`src/rtl/mem_stage.sv`:
```
// mem_stage: pipeline MEM stage between the EX/MEM latch and mem_ctrl.
// Non-memory ops pass their ALU result to write-back in one cycle. Loads and
// stores are latched, issued to mem_ctrl, and held with stall_req until
// mem_ctrl reports DONE. Load data is sign- or zero-extended before write-back.
module mem_stage #(
    parameter int ADDR_W = 32,
    parameter int DATA_W = 32
) (
    input  logic              clk,
    input  logic              rst,
    input  logic              rdy,
    // EX/MEM latch
    input  logic [1:0]        in_mem_op,
    input  logic [2:0]        in_funct3,
    input  logic [DATA_W-1:0] in_alu_result,
    input  logic [DATA_W-1:0] in_store_data,
    input  logic [4:0]        in_rd,
    input  logic              in_rd_we,
    // mem_ctrl data port
    output logic [2:0]        rw_mem,
    output logic [ADDR_W-1:0] mem_addr,
    output logic [DATA_W-1:0] mem_wdata,
    output logic [3:0]        mem_quantity,
    input  logic [1:0]        status_mem,
    input  logic [DATA_W-1:0] mem_rdata,
    // pipeline control
    output logic              stall_req,
    // MEM/WB latch
    output logic              wb_we,
    output logic [4:0]        wb_rd,
    output logic [DATA_W-1:0] wb_data
);

    typedef enum logic {
        S_IDLE = 1'b0,
        S_WAIT = 1'b1
    } state_e;

    typedef enum logic [1:0] {
        OP_NONE  = 2'b00,
        OP_LOAD  = 2'b01,
        OP_STORE = 2'b10,
        OP_RSVD  = 2'b11
    } mem_op_e;

    localparam logic [1:0] ST_DONE = 2'b10;

    localparam logic [2:0] RW_OFF   = 3'd0;
    localparam logic [2:0] RW_READ  = 3'd1;
    localparam logic [2:0] RW_WRITE = 3'd2;

    // Registered state
    state_e            state_q,  state_d;
    mem_op_e           op_q,     op_d;
    logic [ADDR_W-1:0] addr_q,   addr_d;
    logic [DATA_W-1:0] sdata_q,  sdata_d;
    logic [2:0]        funct3_q, funct3_d;
    logic [4:0]        rd_q,     rd_d;
    logic              rd_we_q,  rd_we_d;
    logic              wb_we_q,  wb_we_d;
    logic [4:0]        wb_rd_q,  wb_rd_d;
    logic [DATA_W-1:0] wb_data_q, wb_data_d;

    logic in_is_mem;
    logic mem_done;

    assign in_is_mem = (in_mem_op == OP_LOAD) || (in_mem_op == OP_STORE);
    assign mem_done  = (status_mem == ST_DONE);

    // Sign/zero extension of returned load data selected by funct3.
    function automatic logic [DATA_W-1:0] load_extend(input logic [2:0] f3,
                                                      input logic [DATA_W-1:0] d);
        case (f3)
            3'b000:  return {{(DATA_W-8){d[7]}}, d[7:0]};    // LB
            3'b001:  return {{(DATA_W-16){d[15]}}, d[15:0]}; // LH
            3'b100:  return {{(DATA_W-8){1'b0}}, d[7:0]};    // LBU
            3'b101:  return {{(DATA_W-16){1'b0}}, d[15:0]};  // LHU
            default: return d;                               // LW, x11
        endcase
    endfunction

    // Request to mem_ctrl: must drop in the DONE cycle, so it is decoded
    // from state and status rather than registered.
    always_comb begin
        rw_mem = RW_OFF;
        if (state_q == S_WAIT && !mem_done) begin
            if (op_q == OP_LOAD)       rw_mem = RW_READ;
            else if (op_q == OP_STORE) rw_mem = RW_WRITE;
        end
    end

    // Upstream hold: raised as soon as a memory op appears, released in the
    // DONE cycle so upstream advances on that edge. Reset forces it low even
    // while the EX/MEM latch still presents a memory op.
    always_comb begin
        stall_req = 1'b0;
        if (rst) begin
            if (state_q == S_IDLE) stall_req = in_is_mem;
            else                   stall_req = !mem_done;
        end
    end

    // Byte quantity from the latched access width.
    always_comb begin
        case (funct3_q[1:0])
            2'b00:   mem_quantity = 4'd1;
            2'b01:   mem_quantity = 4'd2;
            default: mem_quantity = 4'd4;
        endcase
    end

    assign mem_addr  = addr_q;
    assign mem_wdata = sdata_q;
    assign wb_we     = wb_we_q;
    assign wb_rd     = wb_rd_q;
    assign wb_data   = wb_data_q;

    // Next-state logic for the stage FSM, latched request and write-back.
    always_comb begin
        // NOTE: every signal gets its hold value first so no path through the
        // case statement leaves one unassigned, which would infer a latch.
        state_d   = state_q;
        op_d      = op_q;
        addr_d    = addr_q;
        sdata_d   = sdata_q;
        funct3_d  = funct3_q;
        rd_d      = rd_q;
        rd_we_d   = rd_we_q;
        wb_we_d   = wb_we_q;
        wb_rd_d   = wb_rd_q;
        wb_data_d = wb_data_q;

        case (state_q)
            S_IDLE: begin
                if (in_is_mem) begin
                    op_d     = mem_op_e'(in_mem_op);
                    addr_d   = in_alu_result[ADDR_W-1:0];
                    sdata_d  = in_store_data;
                    funct3_d = in_funct3;
                    rd_d     = in_rd;
                    rd_we_d  = in_rd_we;
                    wb_we_d  = 1'b0;
                    state_d  = S_WAIT;
                end else begin
                    wb_we_d   = in_rd_we;
                    wb_rd_d   = in_rd;
                    wb_data_d = in_alu_result;
                end
            end
            S_WAIT: begin
                if (mem_done) begin
                    state_d = S_IDLE;
                    if (op_q == OP_LOAD) begin
                        wb_we_d   = rd_we_q;
                        wb_rd_d   = rd_q;
                        wb_data_d = load_extend(funct3_q, mem_rdata);
                    end else begin
                        wb_we_d = 1'b0;
                    end
                end
            end
            default: state_d = S_IDLE;
        endcase
    end

    // State and output registers; everything holds while rdy is low.
    always_ff @(posedge clk or negedge rst) begin
        if (!rst) begin
            // NOTE: all registers here are control/data flops (no memory
            // arrays), so each gets a defined reset value.
            state_q   <= S_IDLE;
            op_q      <= OP_NONE;
            addr_q    <= '0;
            sdata_q   <= '0;
            funct3_q  <= '0;
            rd_q      <= '0;
            rd_we_q   <= 1'b0;
            wb_we_q   <= 1'b0;
            wb_rd_q   <= '0;
            wb_data_q <= '0;
        end else if (rdy) begin
            // NOTE: non-blocking assignments so every flop samples the values
            // from before this edge, independent of statement order.
            state_q   <= state_d;
            op_q      <= op_d;
            addr_q    <= addr_d;
            sdata_q   <= sdata_d;
            funct3_q  <= funct3_d;
            rd_q      <= rd_d;
            rd_we_q   <= rd_we_d;
            wb_we_q   <= wb_we_d;
            wb_rd_q   <= wb_rd_d;
            wb_data_q <= wb_data_d;
        end
    end

endmodule
```
`config.mk`:
```
export PLATFORM = sky130hd
export DESIGN_NAME = mem_stage
export DESIGN_NICKNAME = d
export VERILOG_FILES = /design/src/rtl/mem_stage.sv
export SDC_FILE = /design/constraint.sdc
export NUM_CORES = 1
export LEC_CHECK = 0
export ABC_AREA = 1
export CAP_MARGIN = 30
export CORE_ASPECT_RATIO = 1.5
export CORE_MARGIN = 2
export CORE_UTILIZATION = 29
export CTS_CLUSTER_DIAMETER = 120
export DETAILED_ROUTE_END_ITERATION = 16
export REMOVE_ABC_BUFFERS = 1
export SYNTH_ARGS = -nofsm -noshare
export SYNTH_HDL_FRONTEND = slang
export SYNTH_SLANG_ARGS = --single-unit
```
`constraint.sdc`:
```
create_clock -name clk -period 1.54 [get_ports clk]
set_clock_uncertainty 0.05 [all_clocks]
set_input_delay 0.154 -clock clk [delete_from_list [all_inputs] [get_ports clk]]
set_output_delay 0.154 -clock clk [all_outputs]
set_load 0.005 [all_outputs]
```
# --- Word level (Yosys, flattened, before mapping) ---
# Index checks and enable logic that the tools add are counted.
classes:
  n_bitwise: 1
  n_eq_ne: 12
  reduce_logical: 8
  muxes: 22
ops:
  columns: ["cell", "n"]
  rows:
  - ["$pmux 32 s4", 1]
  - ["$mux 32", 3]
  - ["$pmux 32 s2", 1]
  - ["$mux 5", 3]
  - ["$pmux 5 s2", 1]
  - ["$mux 1", 7]
  - ["$eq 2x1->1 const B", 3]
  - ["$eq 2x2->1 const B", 3]
  - ["$eq 3x3->1 const B", 2]
  - ["$pmux 3 s2", 1]
  - ["$mux 2", 2]
  - ["$ne 2x1->1 const B", 2]
  - ["$pmux 1 s2", 2]
  - ["$reduce_and 4->1", 1]
  - ["$eq 3x1->1 const B", 1]
  - ["$logic_not 3->1", 1]
  - ["$mux 3", 1]
  - ["$reduce_and 3->1", 1]
  - ["$logic_not 2->1", 1]
  - ["$ne 2x2->1 const B", 1]
  - ["$reduce_and 2->1", 1]
  - ["$logic_and 1x1->1", 1]
  - ["$logic_not 1->1", 1]
  - ["$logic_or 1x1->1", 1]
  - ["$not 1->1", 1]
word_totals:
  ff_bits: 114
  out_inout_bits: 110

# --- Depth between registers and ports, before layout ---
depth:
  ltp_word: 5
  mapped_depth: 9

# --- Worst setup path after synthesis ---
# No wires, ideal clock.
synth_path:
  path_type: "register to register"
  startpoint: "reg state_q"
  endpoint: "reg sdata_q[0], in the netlist mem_wdata[0]"
  path_slack_ps: 216
  t_arrival_ps: 1158
  required_ps: 1374
  stages_incl_launch_ff: 9
  setup_time_ps: 116
  path_cell_list: "dfrtp_1 -> inv_2 -> nand3_2 -> nor2_4 -> inv_2 -> buf_6 -> buf_6 -> nand2_1 -> nand2_1"
synth_between:
  elab_chain_len: 2
synth_rtl:
  columns: ["item", "line_no", "source"]
  rows:
  - ["start: declaration", "53", "state_e state_q, state_d;"]
  - ["start signal: assignment", "184", "state_q <= state_d;"]
  - ["$not 1->1 (no source line)", null, null]
  - ["$reduce_and 3->1 (no source line)", null, null]
  - ["end signal: assignment", "187", "sdata_q <= sdata_d;"]
  - ["end: declaration", "56", "logic [DATA_W-1:0] sdata_q, sdata_d;"]
# Every way passes these cells.
# A chain may end at the register's enable or synchronous reset.

# --- Worst setup path after layout ---
layout_path:
  startpoint: "reg state_q"
  endpoint: "reg wb_data_q[22], in the netlist wb_data[22]"
layout_between:
  elab_chain_len: 3
  elab_cells_between_ends: 6
layout_rtl:
  columns: ["item", "line_no", "source"]
  rows:
  - ["$not 1->1 (no source line)", null, null]
  - ["$ne 2x2->1 (no source line)", null, null]
  - ["$reduce_and 4->1 (no source line)", null, null]
  - ["end signal: assignment", "193", "wb_data_q <= wb_data_d;"]
  - ["end: declaration", "62", "logic [DATA_W-1:0] wb_data_q, wb_data_d;"]
# Parallel ways exist; a longest one is shown, timed or not.

==> metrics.txt <==
# TYPE chip_impl_metric gauge
chip_impl_info{name="status",value="finished, violations left"} 1
chip_impl_info{name="violations",value="negative setup slack"} 1
chip_impl_metric{name="grt_overflow",unit=""} 0
chip_impl_metric{name="max_slew_margin",unit="%"} 57.1
chip_impl_metric{name="ys_seq_area_share",unit="%"} 56.7
chip_impl_metric{name="worst_slew_pin_slew",unit="ns"} 0.644
chip_impl_metric{name="cts.path.max_buffers",unit=""} 2
chip_impl_metric{name="timing.final.crit_share",unit="%"} 104
chip_impl_metric{name="slew_viol_final",unit=""} 0
chip_impl_metric{name="num_antenna_cells",unit=""} 0
chip_impl_metric{name="overall_via_count_from_detail_route",unit=""} 4975
chip_impl_metric{name="floorplan.rows",unit=""} 59
chip_impl_metric{name="peakVddDrop",unit="mV"} 0.857
chip_impl_metric{name="worstPathArrival",unit="ns"} 1.85
chip_impl_metric{name="clk_latency",unit="ns"} 0.40
chip_impl_metric{name="crit_fanout",unit=""} 7
chip_impl_info{name="final_cell_mix",value="244 x sky130_fd_sc_hd__nand2_1, 188 x sky130_fd_sc_hd__clkdlybuf4s50_1, 113 x sky130_fd_sc_hd__dfrtp_1, 45 x sky130_fd_sc_hd__inv_1, 43 x sky130_fd_sc_hd__nand3_1"} 1
chip_impl_metric{name="period_needed",unit="ns"} 1.61
chip_impl_metric{name="h_tree_depth",unit=""} 4
chip_impl_metric{name="ys_ff_latch",unit=""} 114
chip_impl_metric{name="syn-cell-area",unit="um^2"} 5030
chip_impl_metric{name="routed_via_density",unit=""} 4.48
chip_impl_info{name="cts-root-buf",value="sky130_fd_sc_hd__clkbuf_16"} 1
chip_impl_metric{name="hold-worst-slack",unit="ns"} 0.222
chip_impl_info{name="cts_tree",value="done"} 1
chip_impl_metric{name="detail_route.drc_violations",unit=""} 0
chip_impl_metric{name="place_worst_setup_slack",unit="ns"} -0.308
chip_impl_metric{name="grt_antenna_before_repair",unit=""} 0
chip_impl_metric{name="timing.final.ws_setup",unit="ns"} -0.0678
chip_impl_metric{name="port_buffers",unit=""} 219
chip_impl_metric{name="die-width",unit="um"} 112
chip_impl_metric{name="antenna_violating_nets_post_route",unit=""} 0
chip_impl_info{name="critical_path_class",value="register to register"} 1
chip_impl_metric{name="power.total",unit="W"} 0.0149
chip_impl_metric{name="globalRouteTotalUtil",unit="%"} 17.1
chip_impl_metric{name="report.final.hold_viol_count",unit=""} 0
chip_impl_metric{name="wl_per_cell",unit="um"} 16.2
chip_impl_metric{name="clock_sink_count",unit=""} 114
chip_impl_metric{name="post_synth_inst_count",unit=""} 621
chip_impl_metric{name="final_setup_violation_count",unit=""} 37
chip_impl_metric{name="layout-area-overhead-vs-synth",unit="%"} 79.3
chip_impl_metric{name="fp.dieArea",unit="um^2"} 18400
chip_impl_metric{name="maximum_number_of_pins_on_one_net_before_global_route_repair",unit=""} 115
chip_impl_metric{name="total_detailed_routing_wirelength",unit="um"} 18000
chip_impl_metric{name="critPathRequiredTime",unit="ns"} 1.78
chip_impl_metric{name="floorplan.io_pins",unit=""} 222
chip_impl_metric{name="nets",unit=""} 997
chip_impl_metric{name="floorplan.initialDensity",unit="%"} 29.2
chip_impl_metric{name="fraction_of_final_layout_cells_sized_beyond_drive_strength_1",unit="%"} 17.8
chip_impl_metric{name="number_of_search_and_repair_iterations_in_the_first_detailed_routing_pass",unit=""} 4
chip_impl_metric{name="post_synth.cell_area_avg",unit="um^2"} 8.10
chip_impl_metric{name="total_leakage_power",unit="nW"} 4.65
chip_impl_info{name="cp-end-kind",value="register"} 1
chip_impl_metric{name="timing.fmax",unit="MHz"} 622
chip_impl_metric{name="filler_cell_count",unit=""} 1612
chip_impl_info{name="hp-class",value="input pin to register"} 1
chip_impl_info{name="layout_commonest_cell",value="sky130_fd_sc_hd__nand2_1"} 1
chip_impl_metric{name="cap_viol_max_count",unit=""} 0
chip_impl_metric{name="core_region_area",unit="um^2"} 17200
chip_impl_metric{name="post-route-util",unit="%"} 52.4
chip_impl_metric{name="dp_hpwl",unit="um"} 11100
chip_impl_metric{name="cts.clk_slew.worst_paths",unit="ns"} 0.07
chip_impl_metric{name="place_congestion",unit=""} 0.795
chip_impl_metric{name="first_global_vias",unit=""} 4721
chip_impl_metric{name="power-per-cell-area",unit="nW/um^2"} 1650
chip_impl_info{name="start_kind",value="register"} 1
chip_impl_metric{name="fp.dieH",unit="um"} 165
chip_impl_metric{name="detail_route.iter0.violations",unit=""} 206
chip_impl_metric{name="synth.distinct_cells",unit=""} 23
chip_impl_metric{name="global_route_wire_length_before_repair",unit="um"} 25000
chip_impl_info{name="grt_setup_unrepaired",value="yes"} 1
chip_impl_metric{name="ys_warn_count",unit=""} 0
chip_impl_metric{name="cts_inserted_buffers",unit=""} 17
## per-layer routing
layer | global-route usage [%] | wire length (um) | vias up
met5 | 0 | 0 | -
li1 | - | - | 2458
met1 | 19.7 | 7190 | 2364
met4 | 5.50 | 346 | 0
met3 | 4.31 | 713 | 18
met2 | 31.2 | 9710 | 135
## cells by family (layout without fill, tap and decap cells)
kind of cell,count (synthesis),in the layout,share of synthesized area [%]
buf+inv,87,363,8.14
flops,114,114,56.7
simple gates,345,345,27.5
compound gates,74,74,7.54
other cells,1,2,0.0746
## synth_stat cells
master                       n  area share, %
sky130_fd_sc_hd__nand2_1   292             22
sky130_fd_sc_hd__nor2_1      3           0.22
sky130_fd_sc_hd__nand3_2     2           0.40
sky130_fd_sc_hd__conb_1      1          0.075
sky130_fd_sc_hd__dfrtp_1   114             57
sky130_fd_sc_hd__buf_6       6            1.3
sky130_fd_sc_hd__buf_4       4           0.60
sky130_fd_sc_hd__nor2_2      1           0.12
sky130_fd_sc_hd__a31oi_1     1           0.12
sky130_fd_sc_hd__inv_1      47            3.5
sky130_fd_sc_hd__a21oi_1    17            1.7
sky130_fd_sc_hd__a22oi_1     1           0.15
sky130_fd_sc_hd__a21boi_0    1           0.15
sky130_fd_sc_hd__o21ai_1    10            1.0
sky130_fd_sc_hd__nor3_1      1          0.099
sky130_fd_sc_hd__o21ai_0    43            4.3
sky130_fd_sc_hd__nand4_1     1           0.12
sky130_fd_sc_hd__clkbuf_1    8           0.60
sky130_fd_sc_hd__buf_2      18            1.8
sky130_fd_sc_hd__nor2_4      2           0.45
sky130_fd_sc_hd__nand3_1    43            4.3
sky130_fd_sc_hd__o21a_1      1           0.15
sky130_fd_sc_hd__inv_2       4           0.30
## stage by stage
step / instances / TNS, ns / area, um^2
global placement: 1045 / -15.05 / 7570
CTS: 1085 / -1.84 / 8270
finish: 1111 / -1.87 / 9020
detailed placement: 1045 / -19.52 / 7570
global route: 1111 / -4.84 / 9020
floorplan: 586 / -139.94 / 4810
## worst paths after layout
kind	start	cells past startpoint	endpoint	slack [ns]
worst max register to register	state_q$_DFFE_PN0P_	9	wb_data[22]$_DFFE_PN0P_	-0.07
max in group asynchronous	rst	3	wb_data[4]$_DFFE_PN0P_	0.56
worst min-delay path	in_store_data[4]	3	mem_wdata[4]$_DFFE_PN0P_	0.22
worst min register to register	mem_wdata[18]$_DFFE_PN0P_	2	mem_wdata[18]$_DFFE_PN0P_	0.42
min in group asynchronous	rst	3	mem_wdata[14]$_DFFE_PN0P_	0.39
worst max-delay path	state_q$_DFFE_PN0P_	9	wb_data[22]$_DFFE_PN0P_	-0.07
## worst max-delay path, stage by stage, from the launching register on
cell and delay [ns]:
sky130_fd_sc_hd__dfrtp_1 0.39, sky130_fd_sc_hd__buf_6 0.13, sky130_fd_sc_hd__buf_6 0.12, sky130_fd_sc_hd__nand2_2 0.09, sky130_fd_sc_hd__nand2_4 0.06, sky130_fd_sc_hd__nor2_4 0.19, sky130_fd_sc_hd__clkinv_4 0.16, sky130_fd_sc_hd__clkbuf_16 0.20
sky130_fd_sc_hd__nand2_1 0.06, sky130_fd_sc_hd__nand2_1 0.05
## layout make-up
class / instances / area, um^2 / area share (%)
timing repair buffer: 279 / 3100 / 34.4
sequential: 114 / 2850 / 31.7
multi-input combinational: 421 / 1980 / 22.0
clock buffer: 18 / 439 / 4.87
tap: 213 / 267 / 2.96
inverter: 51 / 209 / 2.32
clock inverter: 14 / 155 / 1.72
timing repair inverter: 1 / 11.3 / 0.125
## registers in the layout (all words and copies together), names as in the netlist
signal and cells:
rd_we_q 1, mem_addr 32, mem_wdata 32, wb_rd 5, rd_q 5, wb_data 32
funct3_q 3, state_q 1, wb_we 1, op_q 2
## where the power goes
group	leakage, nW	internal, W	switching (W)
Clock	0.287	0.00245	0.00153
Combinational	2.95	0.00348	0.00248
Sequential	1.42	0.00420	0.000769
Total	4.65	0.0101	0.00478
## repair_timing
action / 4_1_cts / 5_1_grt
hold endpoints to repair: 114 / 0
pin swaps: 0 / 21
buffers inserted: 7 / 11
cloned: 0 / 16
setup endpoints to repair: 22 / 107
resized for setup: 29 / 128
hold buffers: 1 / 0
(Power assumes the default switching activity.)
